File: config.mk
export PLATFORM = sky130hd
export DESIGN_NAME = vga_vram_arbiter_flat
export DESIGN_NICKNAME = d
export VERILOG_FILES = /design/src/rtl/vga_vram_arbiter_if.sv /design/src/rtl/vga_vram_arbiter.sv /design/src/flat_wrapper.sv
export SDC_FILE = /design/constraint.sdc
export NUM_CORES = 1
export LEC_CHECK = 0
export CORE_AREA = 2 2 105 87
export CTS_BUF_LIST = sky130_fd_sc_hd__clkbuf_4 sky130_fd_sc_hd__clkbuf_8 sky130_fd_sc_hd__clkbuf_16
export DETAILED_ROUTE_END_ITERATION = 10
export DIE_AREA = 0 0 107 89
export PLACE_DENSITY = 0.89
export RECOVER_POWER = 50
export SLEW_MARGIN = 30
export SYNTH_ARGS = -nofsm -noshare
export SYNTH_HDL_FRONTEND = slang
export SYNTH_SLANG_ARGS = --single-unit
export TNS_END_PERCENT = 50
File: constraint.sdc
create_clock -name clk_i -period 3 [get_ports clk_i]
set_input_delay 0.3 -clock clk_i [delete_from_list [all_inputs] [get_ports clk_i]]
set_output_delay 0.3 -clock clk_i [all_outputs]
set_load 0.05 [all_outputs]
File: src/rtl/vga_vram_arbiter_if.sv
// Signal bundle between the VGA VRAM arbiter, the display fetch/host ports and the VRAM macro.
// slave: arbiter side; master: environment side (display, host, memory).
interface vga_vram_arbiter_if #(
    parameter int unsigned ADDR_W  = 12,
    parameter int unsigned DATA_W  = 16,
    parameter int unsigned STALL_W = 16
);
    logic               activevideo_i;
    logic               disp_req_i;
    logic [ADDR_W-1:0]  disp_addr_i;
    logic               disp_valid_o;
    logic [DATA_W-1:0]  disp_data_o;
    logic               host_req_i;
    logic               host_we_i;
    logic [ADDR_W-1:0]  host_addr_i;
    logic [DATA_W-1:0]  host_wdata_i;
    logic               host_ack_o;
    logic               host_rvalid_o;
    logic [DATA_W-1:0]  host_rdata_o;
    logic               mem_en_o;
    logic               mem_we_o;
    logic [ADDR_W-1:0]  mem_addr_o;
    logic [DATA_W-1:0]  mem_wdata_o;
    logic [DATA_W-1:0]  mem_rdata_i;
    logic               stall_clr_i;
    logic [STALL_W-1:0] host_stall_o;

    modport slave (
        input  activevideo_i, disp_req_i, disp_addr_i,
        input  host_req_i, host_we_i, host_addr_i, host_wdata_i,
        input  mem_rdata_i, stall_clr_i,
        output disp_valid_o, disp_data_o,
        output host_ack_o, host_rvalid_o, host_rdata_o,
        output mem_en_o, mem_we_o, mem_addr_o, mem_wdata_o,
        output host_stall_o
    );

    modport master (
        output activevideo_i, disp_req_i, disp_addr_i,
        output host_req_i, host_we_i, host_addr_i, host_wdata_i,
        output mem_rdata_i, stall_clr_i,
        input  disp_valid_o, disp_data_o,
        input  host_ack_o, host_rvalid_o, host_rdata_o,
        input  mem_en_o, mem_we_o, mem_addr_o, mem_wdata_o,
        input  host_stall_o
    );
endinterface

File: src/rtl/vga_vram_arbiter.sv
// Single-port VRAM arbiter: display reads have strict priority, host reads/writes fill idle slots.
// Define VGA_ARB_BLANK_ONLY_EN to restrict host service to blanking (activevideo_i=0).
module vga_vram_arbiter #(
    parameter int unsigned ADDR_W  = 12,
    parameter int unsigned DATA_W  = 16,
    parameter int unsigned STALL_W = 16
) (
    input  logic                  clk_i,
    input  logic                  rst_i,
    vga_vram_arbiter_if.slave     bus
);
    typedef enum logic [1:0] {IDLE, DISP, HOST_WR, HOST_RD} state_e;

    state_e             state_q, state_d;
    logic               mem_en_q, mem_en_d;
    logic               mem_we_q, mem_we_d;
    logic [ADDR_W-1:0]  mem_addr_q, mem_addr_d;
    logic [DATA_W-1:0]  mem_wdata_q, mem_wdata_d;
    logic               host_ack_q, host_ack_d;
    logic [1:0]         tag1_q, tag1_d;
    logic [1:0]         tag2_q, tag2_d;
    logic               disp_valid_q, disp_valid_d;
    logic [DATA_W-1:0]  disp_data_q, disp_data_d;
    logic               host_rvalid_q, host_rvalid_d;
    logic [DATA_W-1:0]  host_rdata_q, host_rdata_d;
    logic [STALL_W-1:0] stall_q, stall_d;
    logic               host_gate_c;
    logic               host_busy_c;
    logic               host_grant_c;

`ifdef VGA_ARB_BLANK_ONLY_EN
    assign host_gate_c = ~bus.activevideo_i;
`else
    logic unused_activevideo;
    assign unused_activevideo = bus.activevideo_i;
    assign host_gate_c = 1'b1;
`endif

    // The cycle carrying host_ack_o never re-grants the host.
    assign host_busy_c = (state_q == HOST_WR) || (state_q == HOST_RD);

    // Issue decision plus tag/return pipeline and stall counter.
    always_comb begin
        state_d       = IDLE;
        mem_en_d      = 1'b0;
        mem_we_d      = 1'b0;
        mem_addr_d    = mem_addr_q;
        mem_wdata_d   = mem_wdata_q;
        host_ack_d    = 1'b0;
        host_grant_c  = 1'b0;
        stall_d       = stall_q;

        if (bus.disp_req_i) begin
            state_d    = DISP;
            mem_en_d   = 1'b1;
            mem_addr_d = bus.disp_addr_i;
        end else if (bus.host_req_i && !host_busy_c && host_gate_c) begin
            state_d      = bus.host_we_i ? HOST_WR : HOST_RD;
            mem_en_d     = 1'b1;
            mem_we_d     = bus.host_we_i;
            mem_addr_d   = bus.host_addr_i;
            mem_wdata_d  = bus.host_wdata_i;
            host_ack_d   = 1'b1;
            host_grant_c = 1'b1;
        end

        // tag bit 1: display read, bit 0: host read
        tag1_d = {state_d == DISP, state_d == HOST_RD};
        tag2_d = tag1_q;

        disp_valid_d  = tag2_q[1];
        disp_data_d   = tag2_q[1] ? bus.mem_rdata_i : disp_data_q;
        host_rvalid_d = tag2_q[0];
        host_rdata_d  = tag2_q[0] ? bus.mem_rdata_i : host_rdata_q;

        if (bus.stall_clr_i) begin
            stall_d = '0;
        end else if (bus.host_req_i && !host_busy_c && !host_grant_c && (stall_q != '1)) begin
            stall_d = stall_q + STALL_W'(1);
        end
    end

    always_ff @(posedge clk_i or posedge rst_i) begin
        if (rst_i) begin
            state_q       <= IDLE;
            mem_en_q      <= 1'b0;
            mem_we_q      <= 1'b0;
            mem_addr_q    <= '0;
            mem_wdata_q   <= '0;
            host_ack_q    <= 1'b0;
            tag1_q        <= 2'b00;
            tag2_q        <= 2'b00;
            disp_valid_q  <= 1'b0;
            disp_data_q   <= '0;
            host_rvalid_q <= 1'b0;
            host_rdata_q  <= '0;
            stall_q       <= '0;
        end else begin
            state_q       <= state_d;
            mem_en_q      <= mem_en_d;
            mem_we_q      <= mem_we_d;
            mem_addr_q    <= mem_addr_d;
            mem_wdata_q   <= mem_wdata_d;
            host_ack_q    <= host_ack_d;
            tag1_q        <= tag1_d;
            tag2_q        <= tag2_d;
            disp_valid_q  <= disp_valid_d;
            disp_data_q   <= disp_data_d;
            host_rvalid_q <= host_rvalid_d;
            host_rdata_q  <= host_rdata_d;
            stall_q       <= stall_d;
        end
    end

    assign bus.mem_en_o      = mem_en_q;
    assign bus.mem_we_o      = mem_we_q;
    assign bus.mem_addr_o    = mem_addr_q;
    assign bus.mem_wdata_o   = mem_wdata_q;
    assign bus.host_ack_o    = host_ack_q;
    assign bus.disp_valid_o  = disp_valid_q;
    assign bus.disp_data_o   = disp_data_q;
    assign bus.host_rvalid_o = host_rvalid_q;
    assign bus.host_rdata_o  = host_rdata_q;
    assign bus.host_stall_o  = stall_q;
endmodule
File: src/flat_wrapper.sv
// flat-port wrapper written by rule: the top's interface ports become plain ports
module vga_vram_arbiter_flat 
#(
    parameter int unsigned ADDR_W  = 12,
    parameter int unsigned DATA_W  = 16,
    parameter int unsigned STALL_W = 16
)
  (clk_i, rst_i, bus_activevideo_i, bus_disp_req_i, bus_disp_addr_i, bus_host_req_i, bus_host_we_i, bus_host_addr_i, bus_host_wdata_i, bus_mem_rdata_i, bus_stall_clr_i, bus_disp_valid_o, bus_disp_data_o, bus_host_ack_o, bus_host_rvalid_o, bus_host_rdata_o, bus_mem_en_o, bus_mem_we_o, bus_mem_addr_o, bus_mem_wdata_o, bus_host_stall_o);
  vga_vram_arbiter_if #(.ADDR_W(ADDR_W), .DATA_W(DATA_W), .STALL_W(STALL_W)) bus_i ();
  input  logic clk_i;
  input  logic rst_i;
  input wire logic [$bits(bus_i.activevideo_i)-1:0] bus_activevideo_i;
  input wire logic [$bits(bus_i.disp_req_i)-1:0] bus_disp_req_i;
  input wire logic [$bits(bus_i.disp_addr_i)-1:0] bus_disp_addr_i;
  input wire logic [$bits(bus_i.host_req_i)-1:0] bus_host_req_i;
  input wire logic [$bits(bus_i.host_we_i)-1:0] bus_host_we_i;
  input wire logic [$bits(bus_i.host_addr_i)-1:0] bus_host_addr_i;
  input wire logic [$bits(bus_i.host_wdata_i)-1:0] bus_host_wdata_i;
  input wire logic [$bits(bus_i.mem_rdata_i)-1:0] bus_mem_rdata_i;
  input wire logic [$bits(bus_i.stall_clr_i)-1:0] bus_stall_clr_i;
  output wire logic [$bits(bus_i.disp_valid_o)-1:0] bus_disp_valid_o;
  output wire logic [$bits(bus_i.disp_data_o)-1:0] bus_disp_data_o;
  output wire logic [$bits(bus_i.host_ack_o)-1:0] bus_host_ack_o;
  output wire logic [$bits(bus_i.host_rvalid_o)-1:0] bus_host_rvalid_o;
  output wire logic [$bits(bus_i.host_rdata_o)-1:0] bus_host_rdata_o;
  output wire logic [$bits(bus_i.mem_en_o)-1:0] bus_mem_en_o;
  output wire logic [$bits(bus_i.mem_we_o)-1:0] bus_mem_we_o;
  output wire logic [$bits(bus_i.mem_addr_o)-1:0] bus_mem_addr_o;
  output wire logic [$bits(bus_i.mem_wdata_o)-1:0] bus_mem_wdata_o;
  output wire logic [$bits(bus_i.host_stall_o)-1:0] bus_host_stall_o;
  assign bus_i.activevideo_i = bus_activevideo_i;
  assign bus_i.disp_req_i = bus_disp_req_i;
  assign bus_i.disp_addr_i = bus_disp_addr_i;
  assign bus_i.host_req_i = bus_host_req_i;
  assign bus_i.host_we_i = bus_host_we_i;
  assign bus_i.host_addr_i = bus_host_addr_i;
  assign bus_i.host_wdata_i = bus_host_wdata_i;
  assign bus_i.mem_rdata_i = bus_mem_rdata_i;
  assign bus_i.stall_clr_i = bus_stall_clr_i;
  assign bus_disp_valid_o = bus_i.disp_valid_o;
  assign bus_disp_data_o = bus_i.disp_data_o;
  assign bus_host_ack_o = bus_i.host_ack_o;
  assign bus_host_rvalid_o = bus_i.host_rvalid_o;
  assign bus_host_rdata_o = bus_i.host_rdata_o;
  assign bus_mem_en_o = bus_i.mem_en_o;
  assign bus_mem_we_o = bus_i.mem_we_o;
  assign bus_mem_addr_o = bus_i.mem_addr_o;
  assign bus_mem_wdata_o = bus_i.mem_wdata_o;
  assign bus_host_stall_o = bus_i.host_stall_o;
  vga_vram_arbiter #(.ADDR_W(ADDR_W), .DATA_W(DATA_W), .STALL_W(STALL_W)) u_core (.clk_i(clk_i), .rst_i(rst_i), .bus(bus_i));
endmodule
# Word-level counts from Yosys, hierarchy flattened
# Index checks and enable logic that the tools add are counted.
# totals
regBits	87
inputBits	63
out_inout_bits	81
word_cells	41
# classes
add_sub_neg	1
n_eq_ne	5
mux	12
n_bitwise	1
reduce_logical	9
# ops
op	n
16-bit two-way mux	2
12-bit two-way mux	2
16-bit by 1-bit adder with 16-bit output (second input constant)	1
16-bit != test (second input constant)	1
2-bit equality test (second input constant)	3
1-bit two-way mux	6
2-bit two-way mux	2
2-bit nonzero test	2
1-bit logical AND	3
2-bit by 1-bit equality test with 1-bit output (second input constant)	1
1-bit logical NOT	2
2-bit AND reduction	1
1-bit logical OR	1
1-bit inverter	1

# Logic depth before layout (Yosys ltp)
# Gate-level depths: netlist of the first run.
# logic_depth
word_depth	11
ltp_mapped	6

# Worst setup path before layout of the first run
# No wires, ideal clock.
# synth_timing
kind	reg2reg
startpoint	register u_core.bus.host_ack_o (netlist name)
endpoint	register u_core.stall_q[15] (netlist: u_core.bus.host_stall_o[15])
setup_time_ns	0.078
arrival_time_ns	2.060
path_slack_ns	0.862
stages_incl_launch_ff	6
path_buffers	1
period_less_slack_ns	2.138
cell_sequence	dfrtp_1 nand2b_4 buf_6 or4_4 or4_1 a21oi_1
# synth_rtl
element	line	rtl
end signal: assignment	vga_vram_arbiter.sv:111	stall_q <= stall_d;
end: declaration	vga_vram_arbiter.sv:26	logic [STALL_W-1:0] stall_q, stall_d;

==> results of run 1 <==
-- through the flow --
step	utilization, %	hold slack (ns)
2_1_floorplan	-	0.331
3_3_place_gp	60.7	0.333
3_5_place_dp	60.7	0.336
4_1_cts	63.1	0.352
5_1_grt	62.9	0.361
6_report	62.9	0.353
-- cell type report --
type                    instances  area [µm²]
fillers                       648        3100
flip-flops and latches         85        2130
repair buffers                146        1460
multi-input cells             173        1320
well taps                     112         140
clock buffers                   9         124
clock inverters                 5        77.6
inverters                       5        20.0
-- critical path, cell delays in order, from the launching register on --
cell and delay [ns]:
dfrtp_1 0.39, nand2b_1 0.37, nor2_1 0.19, clkbuf_1 0.70, mux2_2 0.42
-- cells in the final DEF, fill, tap and decap left out, types with 2 or more instances in the layout --
cell / instances
a21oi_1: 7
bufinv_16: 2
clkbuf_1: 2
clkbuf_8: 9
clkdlybuf4s50_1: 140
clkinv_2: 2
dfrtp_1: 85
dlygate4sd3_1: 2
inv_1: 4
mux2_2: 55
mux2i_1: 13
nand2_1: 21
nand2b_1: 2
nand3_1: 6
nand4_1: 4
nor2_1: 10
nor2b_1: 7
nor3_1: 3
nor4_1: 8
o21ai_0: 14
o31ai_1: 5
or2_2: 4
or4_1: 5
-- flip-flops by register name, summed over array words and instances (netlist names), 2 cells and up --
name and cells:
u_core.bus.disp_data_o 16, u_core.bus.host_rdata_o 16, u_core.bus.host_stall_o 16, u_core.bus.mem_addr_o 12, u_core.bus.mem_wdata_o 16, u_core.tag1_q 2, u_core.tag2_q 2
-- synthesized netlist by cell type (all sizes together) (3+ instances only) --
| master | instances | area share [%] |
|---|---|---|
| or2 | 4 | 0.71 |
| dfrtp | 85 | 60 |
| nor2b | 7 | 1.2 |
| or4 | 6 | 1.4 |
| inv | 5 | 0.53 |
| clkbuf | 12 | 1.3 |
| mux2i | 13 | 3.7 |
| mux2 | 55 | 17 |
| nor4 | 8 | 1.4 |
| nand3 | 6 | 0.85 |
| o31ai | 5 | 1.1 |
| buf | 4 | 0.71 |
| o21ai | 14 | 2.0 |
| nor3 | 3 | 0.42 |
| nand2 | 21 | 2.2 |
| a21oi | 7 | 0.99 |
| nor2 | 10 | 1.1 |
| nand4 | 4 | 0.71 |
-- power by group --
group | total [mW] | switching, mW | internal [mW]
sequential | 1.35 | 0.0756 | 1.27
clock | 0.830 | 0.374 | 0.457
combinational | 1.00 | 0.615 | 0.389
-- worst max-delay path by stage --
stage | startpoint | end | slack, ns | depth (start not counted)
floorplan | rst_i | u_core.bus.disp_data_o[0]$_DFFE_PP0P_ | 0.51 | 1
global placement | bus_host_req_i | u_core.bus.host_stall_o[15]$_DFFE_PP0P_ | 0.71 | 5
detailed placement | bus_host_req_i | u_core.bus.host_stall_o[15]$_DFFE_PP0P_ | 0.71 | 5
CTS | u_core.bus.host_stall_o[2]$_DFFE_PP0P_ | bus_host_stall_o[2] | 1.02 | 1
global route | u_core.bus.host_ack_o$_DFF_PP0_ | u_core.bus.mem_wdata_o[9]$_DFFE_PP0P_ | 0.66 | 4
finish | u_core.bus.host_ack_o$_DFF_PP0_ | u_core.bus.mem_wdata_o[4]$_DFFE_PP0P_ | 0.81 | 4
-- cells by family (layout without fill, tap and decap cells) --
family / Yosys count / count (layout) / synth area share, %
AO/OA/AOI/OAI: 28 / 28 / 4.52
adder cells (fa/ha/maj): 1 / 1 / 0.353
buffers and inverters: 21 / 165 / 2.50
flip-flops: 85 / 85 / 60.0
multiplexers: 68 / 68 / 21.1
AND/OR/NAND/NOR: 76 / 76 / 11.5
-- routing by layer --
metal  GRT usage (%)  vias up  routed length, µm
li1                -     1268                  -
met1            22.3     1319               3480
met2            31.7      101               4100
met3            5.54       11                542
met4            5.67        0                103
met5               0        -                  0
==> impl_metrics.env, run 1 <==
export IMPL_finalPower_mw=3.18
export IMPL_power_density_mw_per_mm2=604
export IMPL_holdBufCountCts=0
export IMPL_drv_cap=1
export IMPL_worst_r2r_startpoint="u_core.bus.host_ack_o$_DFF_PP0_"
export IMPL_crit_path_start_kind="flip-flop"
export IMPL_clockBufferDepth=2
export IMPL_r2r_worst_path_cells=4
export IMPL_cts_buffers=9
export IMPL_cp_data_required_time_ns=3.23
export IMPL_cp_max_fo=18
export IMPL_final_area_mm2=0.00527
export IMPL_vdd_ir_drop_worst_v=0.000281
export IMPL_cts_root_buf="clkbuf_8"
export IMPL_hp_class="flip-flop to flip-flop"
export IMPL_fmax_ghz=0.457
export IMPL_period_needed_ns=2.19
export IMPL_cts_resized=0
export IMPL_syn_nets=343
export IMPL_routabilityCongestion=0.779
export IMPL_worst_pin_slew_ns=1.52
export IMPL_start_util_pct=42.4
export IMPL_cts_sinks=85
export IMPL_io_pins=144
export IMPL_synth_edff_count=0
export IMPL_end_kind="flip-flop"
export IMPL_rows=30
export IMPL_timing_rr_end="u_core.bus.mem_wdata_o[4]$_DFFE_PP0P_"
export IMPL_violations="capacitance limit, slew limit"
export IMPL_path_clk_slew_ns=0.08
export IMPL_drc=0
export IMPL_syn_to_final_growth_pct=48.5
export IMPL_synth_warnings=0
export IMPL_synth_cell_types=30
export IMPL_r2r_slack_ns=0.81
export IMPL_hpwlAfterDp_um=6030
export IMPL_insertion_delay_ns=0.34
export IMPL_ys_seq_area_share_pct=60.0
export IMPL_drive_gt1_share_pct=18.2
export IMPL_placed_cells=521
export IMPL_slew_violations=35
export IMPL_drtIter0Drc=71
export IMPL_worstSetupPathType="flip-flop to flip-flop"
export IMPL_min_path_cells=0
export IMPL_pre_cts_ws_ns=0.708
export IMPL_grt_overflow=0
export IMPL_grt_start_max_net_pins=52
export IMPL_h_tree_depth=3
export IMPL_clock_skew_ns=0.00450
export IMPL_wl_per_cell_um=15.4
export IMPL_grt_usage_pct=18.3
export IMPL_synth_area_mm2=0.00355
export IMPL_io_buffer_count=142
export IMPL_setup_tns_ns=0
export IMPL_ys_seq_elements=85
export IMPL_routed_wirelength_um=8220
export IMPL_ant_nets=0
export IMPL_antenna_found_initial=0
export IMPL_synth_cells=279
export IMPL_die_width_um=107
export IMPL_ys_flop_type="dfrtp_1"
export IMPL_placed_cell_area_mm2=0.00508
export IMPL_hold_end="u_core.tag2_q[1]$_DFF_PP0_"
export IMPL_first_global_vias=2722
export IMPL_rsz0062_at_grt="false"
export IMPL_fin_cells=535
export IMPL_relSlewSlack_pct=-2.10
export IMPL_vias=2699
export IMPL_ys_async_sr_fraction_pct=100
export IMPL_cts_setup_buffers=0
export IMPL_leakagePower_nw=2.14
export IMPL_die_y_um=89
export IMPL_cp_data_arrival_time_ns=2.42
export IMPL_run_status="complete, but fails checks"
export IMPL_cts_tree="yes"
export IMPL_setup_ws_ns=0.810
export IMPL_viasPerCell=5.04
export IMPL_setup_viol=0
export IMPL_fin_crit_sh_pct=73.0
export IMPL_hp_start="u_core.tag1_q[1]$_DFF_PP0_"
export IMPL_grt_pass1_wl_um=13500
export IMPL_synth_area_per_cell_um2=12.7
export IMPL_core_area_mm2=0.00837
export IMPL_hold_viol_final=0
export IMPL_layout_nets=484
export IMPL_die_area_mm2=0.00952
export IMPL_n_antenna_cell=0
export IMPL_first_pass_iters=4
Power figures use the tool's default switching activity.
==> inputs of run 2 (changes only) <==
--- a/config.mk
+++ b/config.mk
@@ -5,11 +5,11 @@
 export SDC_FILE = /design/constraint.sdc
 export NUM_CORES = 1
 export LEC_CHECK = 0
-export CORE_AREA = 2 2 105 87
+export CORE_AREA = 2 2 110 91
 export CTS_BUF_LIST = sky130_fd_sc_hd__clkbuf_4 sky130_fd_sc_hd__clkbuf_8 sky130_fd_sc_hd__clkbuf_16
 export DETAILED_ROUTE_END_ITERATION = 10
-export DIE_AREA = 0 0 107 89
-export PLACE_DENSITY = 0.89
+export DIE_AREA = 0 0 112 93
+export PLACE_DENSITY = 0.86
 export RECOVER_POWER = 50
 export SLEW_MARGIN = 30
 export SYNTH_ARGS = -nofsm -noshare
==> constraint.sdc (replaced) <==
create_clock -name clk_i -period 1.8 [get_ports clk_i]
set_input_delay 0.18 -clock clk_i [delete_from_list [all_inputs] [get_ports clk_i]]
set_output_delay 0.18 -clock clk_i [all_outputs]
set_load 0.05 [all_outputs]
==> impl_metrics.env, run 2 (synthesis gave the netlist of run 1 again) <==
export IMPL_run_status="finished clean"
export IMPL_setup_viol=0
export IMPL_clockBufferDepth=2
export IMPL_multi_input_area_mm2=0.00137
export IMPL_slowest_delay_ns=0.83
export IMPL_drive_gt1_share_pct=26.1
export IMPL_relSlewSlack_pct=24.1
export IMPL_ant_nets=0
export IMPL_io_pins=144
export IMPL_power_density_mw_per_mm2=1060
export IMPL_die_area_mm2=0.0104
export IMPL_setup_tns_ns=0
export IMPL_fin_cells=564
export IMPL_finalPower_mw=5.90
export IMPL_vias=2779
export IMPL_core_area_mm2=0.00937
export IMPL_first_pass_iters=4
export IMPL_path_clk_slew_ns=0.06
export IMPL_cp_data_required_time_ns=1.62
export IMPL_io_buffer_count=142
export IMPL_fmax_ghz=0.569
export IMPL_syn_to_final_growth_pct=57.3
export IMPL_fin_crit_sh_pct=97.6
export IMPL_end_kind="output pin"
export IMPL_period_needed_ns=1.76
export IMPL_layout_nets=505
export IMPL_start_util_pct=37.9
export IMPL_leakagePower_nw=2.37
export IMPL_cp_depth=1
export IMPL_worst_pin_slew_ns=1.14
export IMPL_n_antenna_cell=0
export IMPL_crit_start="u_core.bus.host_stall_o[11]$_DFFE_PP0P_"
export IMPL_pre_cts_ws_ns=-0.284
export IMPL_die_width_um=112
export IMPL_routed_wirelength_um=8830
export IMPL_antenna_found_initial=0
export IMPL_rows=32
export IMPL_placed_cell_area_mm2=0.00524
export IMPL_vdd_ir_drop_worst_v=0.000604
export IMPL_drc=0
export IMPL_cts_root_buf="clkbuf_16"
export IMPL_cts_tree="yes"
export IMPL_worstSetupPathType="flip-flop to output pin"
export IMPL_r2r_worst_path_cells=4
export IMPL_final_util_pct=59.5
export IMPL_viasPerCell=4.93
export IMPL_mostFrequentLayoutCell="clkdlybuf4s50_1"
export IMPL_grt_overflow=0
export IMPL_worst_hold_slack_ns=0.351
export IMPL_crit_family="buffers and inverters"
export IMPL_rsz0062_at_grt="true"
export IMPL_ff_latch_area_mm2=0.00213
export IMPL_grt_start_max_net_pins=86
export IMPL_cp_endpoint="bus_host_stall_o[11]"
export IMPL_worst_path_buf_inv=1
export IMPL_worst_r2r_startpoint="u_core.bus.host_stall_o[3]$_DFFE_PP0P_"
export IMPL_die_y_um=93
export IMPL_r2r_slack_ns=0.06
export IMPL_timing_rr_end="u_core.bus.host_stall_o[14]$_DFFE_PP0P_"
export IMPL_crit_chain="clkdlybuf4s50_1"
export IMPL_wl_per_cell_um=15.7
export IMPL_h_tree_depth=3
export IMPL_routabilityCongestion=0.862
export IMPL_hpwlAfterDp_um=6390
export IMPL_drv_cap=0
export IMPL_hp_class="flip-flop to flip-flop"
export IMPL_critPathSlowestCell="clkdlybuf4s50_1"
export IMPL_drtIter0Drc=196
export IMPL_crit_path_start_kind="flip-flop"
export IMPL_cp_max_fo=5
export IMPL_cts_sinks=85
export IMPL_fill_cells=758
export IMPL_slew_violations=0
export IMPL_insertion_delay_ns=0.32
export IMPL_first_global_vias=2871
export IMPL_cts_buffers=9
export IMPL_clock_skew_ns=0.00398
export IMPL_grt_pass1_wl_um=14400
export IMPL_cp_data_arrival_time_ns=1.58
export IMPL_final_area_mm2=0.00558
export IMPL_final_cell_mix="clkdlybuf4s50_1, dfrtp_1, mux2_2"
export IMPL_setup_ws_ns=0.0436
export IMPL_placed_cells=549
export IMPL_grt_usage_pct=17.4
export IMPL_hold_viol_final=0
## run 2: routing by layer
metal / global-route usage (%) / share of wire, % / wire [µm]
met1: 21.2 / 42 / 3720
met2: 30.4 / 51 / 4480
met3: 4.73 / 5.9 / 524
met4: 5.59 / 1.2 / 105
met5: 0 / 0 / 0
## run 2: where the power goes
part	total (mW)	switching, mW	internal (mW)
Combinational	1.71	1.05	0.660
Sequential	2.24	0.112	2.13
Clock	1.95	0.690	1.26
## run 2: area by class of cell
cell class                      count  share of cell area [%]
Tap cell                          119                    2.67
Sequential cell                    85                    38.2
Clock inverter                      4                    1.30
Timing Repair Buffer              167                    28.4
Inverter                            5                   0.404
Multi-Input combinational cell    173                    24.6
Clock buffer                       11                    4.42
## run 2: what timing repair did
action | in CTS | in global routing
endpoints found under the hold margin | 0 | 0
gates resized for setup | 5 | 10
setup buffers | 0 | 0
pin swaps | 2 | 1
gates cloned | 0 | 0
endpoints found under the setup margin | 5 | 12
hold buffers | 0 | 0
## run 2: worst min path at each step
stage                               start                                     to  cells after the start
2_1_floorplan               bus_host_we_i             u_core.tag1_q[0]$_DFF_PP0_                      1
3_3_place_gp   u_core.tag1_q[0]$_DFF_PP0_             u_core.tag2_q[0]$_DFF_PP0_                      0
3_5_place_dp   u_core.tag1_q[1]$_DFF_PP0_             u_core.tag2_q[1]$_DFF_PP0_                      0
4_1_cts                             rst_i  u_core.bus.mem_wdata_o[1]$_DFFE_PP0P_                      3
5_1_grt        u_core.tag1_q[1]$_DFF_PP0_             u_core.tag2_q[1]$_DFF_PP0_                      0
6_report       u_core.tag1_q[1]$_DFF_PP0_             u_core.tag2_q[1]$_DFF_PP0_                      0
==> inputs of run 3 (changes only) <==
--- a/config.mk
+++ b/config.mk
@@ -5,11 +5,12 @@
 export SDC_FILE = /design/constraint.sdc
 export NUM_CORES = 1
 export LEC_CHECK = 0
-export CORE_AREA = 2 2 110 91
+export CORE_AREA = 2 2 105 87
 export CTS_BUF_LIST = sky130_fd_sc_hd__clkbuf_4 sky130_fd_sc_hd__clkbuf_8 sky130_fd_sc_hd__clkbuf_16
 export DETAILED_ROUTE_END_ITERATION = 10
-export DIE_AREA = 0 0 112 93
-export PLACE_DENSITY = 0.86
+export DIE_AREA = 0 0 107 89
+export GPL_ROUTABILITY_DRIVEN = 0
+export PLACE_DENSITY = 0.89
 export RECOVER_POWER = 50
 export SLEW_MARGIN = 30
 export SYNTH_ARGS = -nofsm -noshare
==> constraint.sdc (replaced) <==
create_clock -name clk_i -period 2 [get_ports clk_i]
set_input_delay 0.2 -clock clk_i [delete_from_list [all_inputs] [get_ports clk_i]]
set_output_delay 0.2 -clock clk_i [all_outputs]
set_load 0.05 [all_outputs]
==> impl_metrics.env, run 3 (synthesis gave the netlist of run 1 again) <==
export IMPL_final_cell_mix="clkdlybuf4s50_1, dfrtp_1, mux2_2"
export IMPL_cts_resized=0
export IMPL_die_y_um=89
export IMPL_end_kind="flip-flop"
export IMPL_min_path_cells=0
export IMPL_hold_viol_final=0
export IMPL_hp_start="u_core.tag1_q[0]$_DFF_PP0_"
export IMPL_cts_sinks=85
export IMPL_setup_viol=0
export IMPL_slew_violations=0
export IMPL_hpwlAfterDp_um=6300
export IMPL_rows=30
export IMPL_wl_per_cell_um=15.8
export IMPL_clock_skew_ns=0.00883
export IMPL_drtIter0Drc=55
export IMPL_run_status="finished clean"
export IMPL_insertion_delay_ns=0.35
export IMPL_ant_nets=0
export IMPL_mostFrequentLayoutCell="clkdlybuf4s50_1"
export IMPL_first_global_vias=2866
export IMPL_fin_crit_sh_pct=96.1
export IMPL_timing_rr_end="u_core.bus.host_stall_o[15]$_DFFE_PP0P_"
export IMPL_vias=2766
export IMPL_cp_data_required_time_ns=2.27
export IMPL_core_area_mm2=0.00837
export IMPL_path_clk_slew_ns=0.09
export IMPL_hp_class="flip-flop to flip-flop"
export IMPL_antenna_found_initial=0
export IMPL_worst_r2r_startpoint="u_core.bus.host_stall_o[3]$_DFFE_PP0P_"
export IMPL_rsz0062_at_grt="false"
export IMPL_r2r_slack_ns=0.08
export IMPL_h_tree_depth=3
export IMPL_leakagePower_nw=2.19
export IMPL_first_pass_iters=4
export IMPL_crit_start="u_core.bus.host_stall_o[3]$_DFFE_PP0P_"
export IMPL_die_area_mm2=0.00952
export IMPL_routed_wirelength_um=8620
export IMPL_crit_path_start_kind="flip-flop"
export IMPL_vdd_ir_drop_worst_v=0.000446
export IMPL_grt_usage_pct=18.8
export IMPL_fmax_ghz=0.520
export IMPL_cts_buffers=9
export IMPL_drc=0
export IMPL_cp_max_fo=6
export IMPL_start_util_pct=42.4
export IMPL_n_antenna_cell=0
export IMPL_cp_data_arrival_time_ns=2.20
export IMPL_viasPerCell=5.06
export IMPL_hold_end="u_core.tag2_q[0]$_DFF_PP0_"
export IMPL_cts_setup_buffers=0
export IMPL_grt_pass1_wl_um=13900
export IMPL_clockBufferDepth=2
export IMPL_cts_root_buf="clkbuf_8"
export IMPL_layout_nets=494
export IMPL_die_width_um=107
export IMPL_worst_pin_slew_ns=1.03
export IMPL_holdBufCountCts=0
export IMPL_worstSetupPathType="flip-flop to flip-flop"
export IMPL_power_density_mw_per_mm2=912
export IMPL_relSlewSlack_pct=31.5
export IMPL_drv_cap=0
export IMPL_io_pins=144
export IMPL_period_needed_ns=1.92
export IMPL_grt_start_max_net_pins=50
export IMPL_syn_to_final_growth_pct=51.2
export IMPL_cts_tree="yes"
export IMPL_drive_gt1_share_pct=20.5
export IMPL_r2r_worst_path_cells=4
export IMPL_grt_overflow=0
export IMPL_finalPower_mw=4.89
export IMPL_final_util_pct=64.1
export IMPL_io_buffer_count=142
run 3: worst max-delay path, cell delays in order, from the launching register on:
cell,delay (ns)
dfrtp_1,0.45
nand3_1,0.20
or4_4,0.53
or4_1,0.51
a21oi_1,0.15
run 3: area by class of cell:
class | count | area (µm²)
fillers | 659 | 3010
well taps | 112 | 140
clock inverters | 5 | 83.8
multi-input cells | 173 | 1320
clock buffers | 11 | 139
repair buffers | 156 | 1530
inverters | 5 | 20.0
flip-flops and latches | 85 | 2130
run 3: worst max-delay path by stage:
stage,end,slack [ns],cells past startpoint
after CTS,bus_host_stall_o[8],0.07,2
after global placement,u_core.bus.host_stall_o[15]$_DFFE_PP0P_,-0.06,5
after floorplan,u_core.bus.host_stall_o[15]$_DFFE_PP0P_,-0.14,5
after global routing,u_core.bus.host_stall_o[15]$_DFFE_PP0P_,0.02,4
after detailed placement,u_core.bus.host_stall_o[15]$_DFFE_PP0P_,-0.09,5
final,u_core.bus.host_stall_o[15]$_DFFE_PP0P_,0.08,4
run 3: power by group:
group	internal [mW]	switching, mW
combinational	0.588	0.932
clock	0.736	0.613
sequential	1.91	0.111
run 3: metal layers:
metal / vias up / global-route usage [%] / share of wire [%]
met1: 1370 / 23.2 / 44
met2: 93 / 32.4 / 49
li1: 1293 / - / -
met4: 0 / 7.32 / 1.4
met3: 10 / 4.66 / 5.5
met5: - / 0 / 0
run 3: per-stage QoR:
stage | TNS (ns) | std cells | hold WS (ns) | setup slack, ns | cell area (µm²)
after floorplan | -1.20 | 279 | 0.273 | -0.138 | 3550
after global placement | -0.0680 | 531 | 0.333 | -0.0604 | 5170
after detailed placement | -0.149 | 531 | 0.335 | -0.0877 | 5170
after CTS | 0 | 547 | 0.185 | 0.0650 | 5400
after global routing | 0 | 547 | 0.361 | 0.0214 | 5360
final | 0 | 547 | 0.358 | 0.0779 | 5360
==> patch 1 (config.mk and constraints of run 2) <==
`ADDR_W` is set to 12 in 3 places; all go to 11.
--- a/src/rtl/vga_vram_arbiter_if.sv
+++ b/src/rtl/vga_vram_arbiter_if.sv
@@ -1,7 +1,7 @@
 // Signal bundle between the VGA VRAM arbiter, the display fetch/host ports and the VRAM macro.
 // slave: arbiter side; master: environment side (display, host, memory).
 interface vga_vram_arbiter_if #(
-    parameter int unsigned ADDR_W  = 12,
+    parameter int unsigned ADDR_W  = 11,
     parameter int unsigned DATA_W  = 16,
     parameter int unsigned STALL_W = 16
 );
--- a/src/rtl/vga_vram_arbiter.sv
+++ b/src/rtl/vga_vram_arbiter.sv
@@ -1,7 +1,7 @@
 // Single-port VRAM arbiter: display reads have strict priority, host reads/writes fill idle slots.
 // Define VGA_ARB_BLANK_ONLY_EN to restrict host service to blanking (activevideo_i=0).
 module vga_vram_arbiter #(
-    parameter int unsigned ADDR_W  = 12,
+    parameter int unsigned ADDR_W  = 11,
     parameter int unsigned DATA_W  = 16,
     parameter int unsigned STALL_W = 16
 ) (
--- a/src/flat_wrapper.sv
+++ b/src/flat_wrapper.sv
@@ -1,7 +1,7 @@
 // flat-port wrapper written by rule: the top's interface ports become plain ports
 module vga_vram_arbiter_flat 
 #(
-    parameter int unsigned ADDR_W  = 12,
+    parameter int unsigned ADDR_W  = 11,
     parameter int unsigned DATA_W  = 16,
     parameter int unsigned STALL_W = 16
 )
Ports: changed (resized bus_disp_addr_i, bus_host_addr_i and bus_mem_addr_o); port bits go from 144 to 141. The function was not compared with the original's and may differ.
==> patch 1 against run 2 <==
The flow now finishes with violations (setup timing); power down 1.9%; sequential cell count down 1; wire length up 0.50%; cell area down 1.2%; clock power down 3%; count of clock-buffer cells in the layout down 2; synthesized area down 1.2%; worst setup slack worse by 47 ps; clock skew up 1.0 ps; critical path type is now reg -> reg.
==> patch 1: results (changes against run 2) <==
\begin{tabular}{lr}
\hline
Metric & Value \\
\hline
\multicolumn{2}{l}{\textbf{Route}} \\
\quad Total wire length after detailed routing & 8870 µm (+0.50\%) \\
\quad Amount of wire on met2 after detailed routing & 4540 µm (+1.3\%) \\
\quad Length of routed wiring on met1 & 3680 µm (-1.3\%) \\
\multicolumn{2}{l}{\textbf{Place}} \\
\quad Count of input and output buffers & 139 (-2.1\%) \\
\quad Weighted congestion at the end of routability-driven global placement & 0.794 (-7.9\%) \\
\quad Minimum setup slack after placement & -270 ps (+13.5 ps) \\
\multicolumn{2}{l}{\textbf{Pwr}} \\
\quad Clk pwr share & 32.7\% (-0.3 points) \\
\quad Switching power as a share of total power & 33.4\% (+2.0 points) \\
\quad Max VDD drop & 0.597 mV (-1.1\%) \\
\quad Power attributed to the clock group & 1.89 mW (-3\%) \\
\quad P\_leak & 2.33 nW (-1.4\%) \\
\multicolumn{2}{l}{\textbf{Clocking}} \\
\quad Number of buffers inserted to repair setup after CTS & 1 (+1) \\
\quad Resize count post-CTS & 7 (+2) \\
\multicolumn{2}{l}{\textbf{Timing}} \\
\quad Setup ws final & -3.30 ps (-46.9 ps) \\
\quad Worst-Margin Slew & 1120 ps (-18.3 ps) \\
\quad Setup TNS after final layout & -3.30 ps (-3.30 ps) \\
\quad Final setup violation count & 1 (+1) \\
\multicolumn{2}{l}{\textbf{Synthesis}} \\
\quad Synthesized area divided by synthesized cell count & 12.7 µm² (+0.20\%) \\
\quad Commonest cells in the netlist & 84 x dfrtp\_1, 55 x mux2\_2, 20 x nand2\_1 \\
\quad Count of unique library cells instantiated by Yosys & 29 (-3.3\%) \\
\multicolumn{2}{l}{\textbf{Global routing}} \\
\quad Tot GR Track Use & 17.1\% (-0.25 points) \\
\quad Met1 global-route usage & 21.0\% (-0.20 points) \\
\quad Global-route wire length before repair & 14300 µm (-0.34\%) \\
\multicolumn{2}{l}{\textbf{Run status}} \\
\quad Failing checks & setup timing \\
\quad Status & finished with violations \\
\multicolumn{2}{l}{\textbf{Cells and area}} \\
\quad Filler instances & 761 (+0.40\%) \\
\multicolumn{2}{l}{\textbf{Critical path}} \\
\quad Largest fanout on the critical path & 4 (-1) \\
\hline
\end{tabular}
patch 1: changes by cell type after synthesis:
cell	run 2	this run
o21ai_0	14	13
dfrtp_1	85	84
mux2i_1	13	12
buf_1	1	0
nand2_1	21	20
clkbuf_1	12	13
patch 1: path summary, 6_finish.rpt:
kind | start | to | slack [ps] | cells after the start
hold / removal | u_core.tag1_q[1]$_DFF_PP0_ | u_core.tag2_q[1]$_DFF_PP0_ | 350 | 0
max in group asynchronous | rst_i | u_core.bus.host_rdata_o[4]$_DFFE_PP0P_ | 360 | 3
setup / recovery | u_core.bus.host_stall_o[1]$_DFFE_PP0P_ | u_core.bus.host_stall_o[15]$_DFFE_PP0P_ | -3 | 4
min in group asynchronous | rst_i | u_core.bus.host_rdata_o[10]$_DFFE_PP0P_ | 740 | 3
hold reg to reg | u_core.tag1_q[1]$_DFF_PP0_ | u_core.tag2_q[1]$_DFF_PP0_ | 350 | 0
setup reg to reg | u_core.bus.host_stall_o[1]$_DFFE_PP0P_ | u_core.bus.host_stall_o[15]$_DFFE_PP0P_ | -3 | 4
patch 1: worst max-delay path, cell delays in order (launching register included):
cell and delay (ps):
dfrtp_1 400, nand3_1 130, or4_4 550, or4_4 530, a21oi_2 130
patch 1: logic make-up (layout without fill, tap and decap cells):
group	Yosys count	count (layout)	synth area share [%]
flops	84	84	60.0
simple gates	75	75	11.6
mux	67	67	21.1
compound gates	27	27	4.43
buf+inv	21	185	2.54
fa+ha+maj	1	1	0.357
patch 1: area by class of cell:
type,instances,share of cell area [%]
Sequential cell,84,38.1
Timing Repair Buffer,164,28.3
Multi-Input combinational cell,170,24.9
Clock buffer,9,4.08
Tap cell,119,2.70
Clock inverter,7,1.47
Inverter,5,0.408
==> patch 2 (flow settings as in run 2) <==
Without the edit above. Take the reset off `mem_addr_q`, `mem_wdata_q`, `disp_data_q` and `host_rdata_q` and load them in a clocked block of their own.
--- a/src/rtl/vga_vram_arbiter.sv
+++ b/src/rtl/vga_vram_arbiter.sv
@@ -85,31 +85,30 @@
             state_q       <= IDLE;
             mem_en_q      <= 1'b0;
             mem_we_q      <= 1'b0;
-            mem_addr_q    <= '0;
-            mem_wdata_q   <= '0;
             host_ack_q    <= 1'b0;
             tag1_q        <= 2'b00;
             tag2_q        <= 2'b00;
             disp_valid_q  <= 1'b0;
-            disp_data_q   <= '0;
             host_rvalid_q <= 1'b0;
-            host_rdata_q  <= '0;
             stall_q       <= '0;
         end else begin
             state_q       <= state_d;
             mem_en_q      <= mem_en_d;
             mem_we_q      <= mem_we_d;
-            mem_addr_q    <= mem_addr_d;
-            mem_wdata_q   <= mem_wdata_d;
             host_ack_q    <= host_ack_d;
             tag1_q        <= tag1_d;
             tag2_q        <= tag2_d;
             disp_valid_q  <= disp_valid_d;
-            disp_data_q   <= disp_data_d;
             host_rvalid_q <= host_rvalid_d;
-            host_rdata_q  <= host_rdata_d;
             stall_q       <= stall_d;
         end
+    end
+
+    always_ff @(posedge clk_i) begin
+        mem_addr_q   <= mem_addr_d;
+        mem_wdata_q  <= mem_wdata_d;
+        disp_data_q  <= disp_data_d;
+        host_rdata_q <= host_rdata_d;
     end
 
     assign bus.mem_en_o      = mem_en_q;
Behaviour: not the same (Yosys sat finds a counterexample within 4 cycles, from zero or initial values and one cycle with rst_i high).
==> patch 2 against run 2 <==
Worst setup slack better by 13 ps; count of clock-buffer cells in the layout is 2 lower; non-clock buffer count is 9 lower; critical endpoint is now bus_host_stall_o[14]; highest routed layer unchanged; hold slack better by 3.4 ps; sequential cell count stayed put; synthesized area is 12% lower; wire length is 20% lower; first-iteration DRC count is 65% lower; cell area is 8.5% lower.
Power is not compared: it rests on default switching activity, and its combinational part moved more than twofold at a synthesized area within 25%.
==> patch 2: results (changes against run 2) <==
\begin{tabular}{lr}
\hline
Metric & Value \\
\hline
\multicolumn{2}{l}{\textbf{Place}} \\
\quad Total instance count after detailed placement & 453 (-17\%) \\
\quad Post-DP HPWL & 5290 µm (-17\%) \\
\quad Weighted congestion at the end of routability-driven global placement & 0.816 (-5.3\%) \\
\multicolumn{2}{l}{\textbf{Synthesis}} \\
\quad Count of unique library cells instantiated by Yosys & 37 (+23\%) \\
\quad Count of flip-flops with a built-in enable after synthesis & 60 (+60) \\
\quad Fraction of synthesis flops using an asynchronous set or reset pin & 29.4\% (-71 points) \\
\quad Post-synthesis cell count & 184 (-34\%) \\
\quad Post-synth net total & 248 (-28\%) \\
\quad Commonest cells in the netlist & 60 x edfxtp\_1, 25 x dfrtp\_1, 16 x mux2\_2 \\
\quad Largest cells by area after synthesis & edfxtp\_1 58\%, dfrtp\_1 20\%, mux2\_2 5.8\% \\
\multicolumn{2}{l}{\textbf{Critical path}} \\
\quad Slack of the worst reg-to-reg path & 90 ps (+30 ps) \\
\quad Arrival @ worst endpoint & 1560 ps (-20 ps) \\
\quad Delay contributed by the slowest stage of the critical path & 830 ps (about the same) \\
\multicolumn{2}{l}{\textbf{Global routing}} \\
\quad Pin count of the biggest net entering global routing & 26 (-70\%) \\
\quad Vias in the first global route & 2274 (-21\%) \\
\quad Tot GR Track Use & 13.7\% (-3.7 points) \\
\quad Global-route wire length before repair & 11200 µm (-22\%) \\
\multicolumn{2}{l}{\textbf{Timing}} \\
\quad Skew final & 4.15 ps (+0.168 ps) \\
\quad Hold WS & 355 ps (+3.36 ps) \\
\quad Worst-Margin Slew & 867 ps (-272 ps) \\
\multicolumn{2}{l}{\textbf{Cells and area}} \\
\quad Fraction of layout cells with a size suffix above 1 & 18.9\% (-7.2 points) \\
\quad Layout Nets & 409 (-19\%) \\
\quad Filler instances & 808 (+6.6\%) \\
\multicolumn{2}{l}{\textbf{Clocking}} \\
\quad Buffer levels on the longest clock path & 2 (unchanged) \\
\multicolumn{2}{l}{\textbf{Route}} \\
\quad Post-DR wirelength/cell & 15.1 µm (-3.6\%) \\
\quad Total wire length after detailed routing & 7080 µm (-20\%) \\
\quad Number of DRC markers after the initial detailed-route iteration & 68 (-65\%) \\
\quad Via density & 4.61 (-6.5\%) \\
\multicolumn{2}{l}{\textbf{Run status}} \\
\quad Status & complete, no violations \\
\hline
\end{tabular}
-- patch 2: final cells by class --
cell class / instances / area (µm²) / area share [%]
sequential: 85 / 2440 / 47.7
timing repair buffer: 158 / 1560 / 30.6
multi-input combinational: 89 / 656 / 12.8
clock buffer: 9 / 225 / 4.41
tap: 119 / 149 / 2.92
clock inverter: 7 / 71.3 / 1.40
inverter: 2 / 7.51 / 0.147
-- patch 2: power by group through the flow --
stage	Clock (mW)	Sequential, mW	Combinational (mW)
2_1_floorplan	0	2.54	0.0736
3_3_place_gp	0	2.27	0.654
3_5_place_dp	0	2.27	0.663
4_1_cts	1.84	2.23	0.666
5_1_grt	1.92	2.24	0.673
6_report	1.79	2.23	0.643
-- patch 2: repair_timing --
item,CTS,global route
resized for setup,1,8
cloned,0,0
setup buffers,0,0
setup endpoints to repair,1,12
-- patch 2: path summary, 6_finish.rpt --
| check | start | to | cells past startpoint |
|---|---|---|---|
| hold / removal | u_core.tag1_q[0]$_DFF_PP0_ | u_core.tag2_q[0]$_DFF_PP0_ | 0 |
| max in group asynchronous | rst_i | u_core.bus.host_stall_o[8]$_DFFE_PP0P_ | 3 |
| setup reg to reg | u_core.bus.host_stall_o[0]$_DFFE_PP0P_ | u_core.bus.host_stall_o[13]$_DFFE_PP0P_ | 6 |
| min in group asynchronous | rst_i | u_core.tag1_q[1]$_DFF_PP0_ | 3 |
| setup / recovery | u_core.bus.host_stall_o[14]$_DFFE_PP0P_ | bus_host_stall_o[14] | 1 |
| hold reg to reg | u_core.tag1_q[0]$_DFF_PP0_ | u_core.tag2_q[0]$_DFF_PP0_ | 0 |
-- patch 2: layer usage --
layer,vias up,GRT usage (%),wire length (µm)
li1,1025,-,-
met1,1039,16.4,2890
met2,91,23.2,3600
met3,6,4.86,515
met4,0,4.47,78
met5,-,0,0
-- patch 2: kinds of logic (layout without fill, tap and decap cells) --
logic type,Yosys count,in the layout,share of synthesized area [%]
compound gates,21,21,4.16
simple gates,49,49,9.64
buf+inv,10,176,1.84
fa+ha+maj,1,1,0.400
mux,17,17,6.08
xor+xnor,1,1,0.280
flops,85,85,77.6
-- patch 2: metrics by stage --
step | instance area [µm²] | setup WS, ps
after CTS | 5090 | 3.18
after global routing | 5110 | 5.17
after floorplan | 3140 | -81.0
final | 5110 | 56.5
after global placement | 4800 | -127
after detailed placement | 4800 | -181
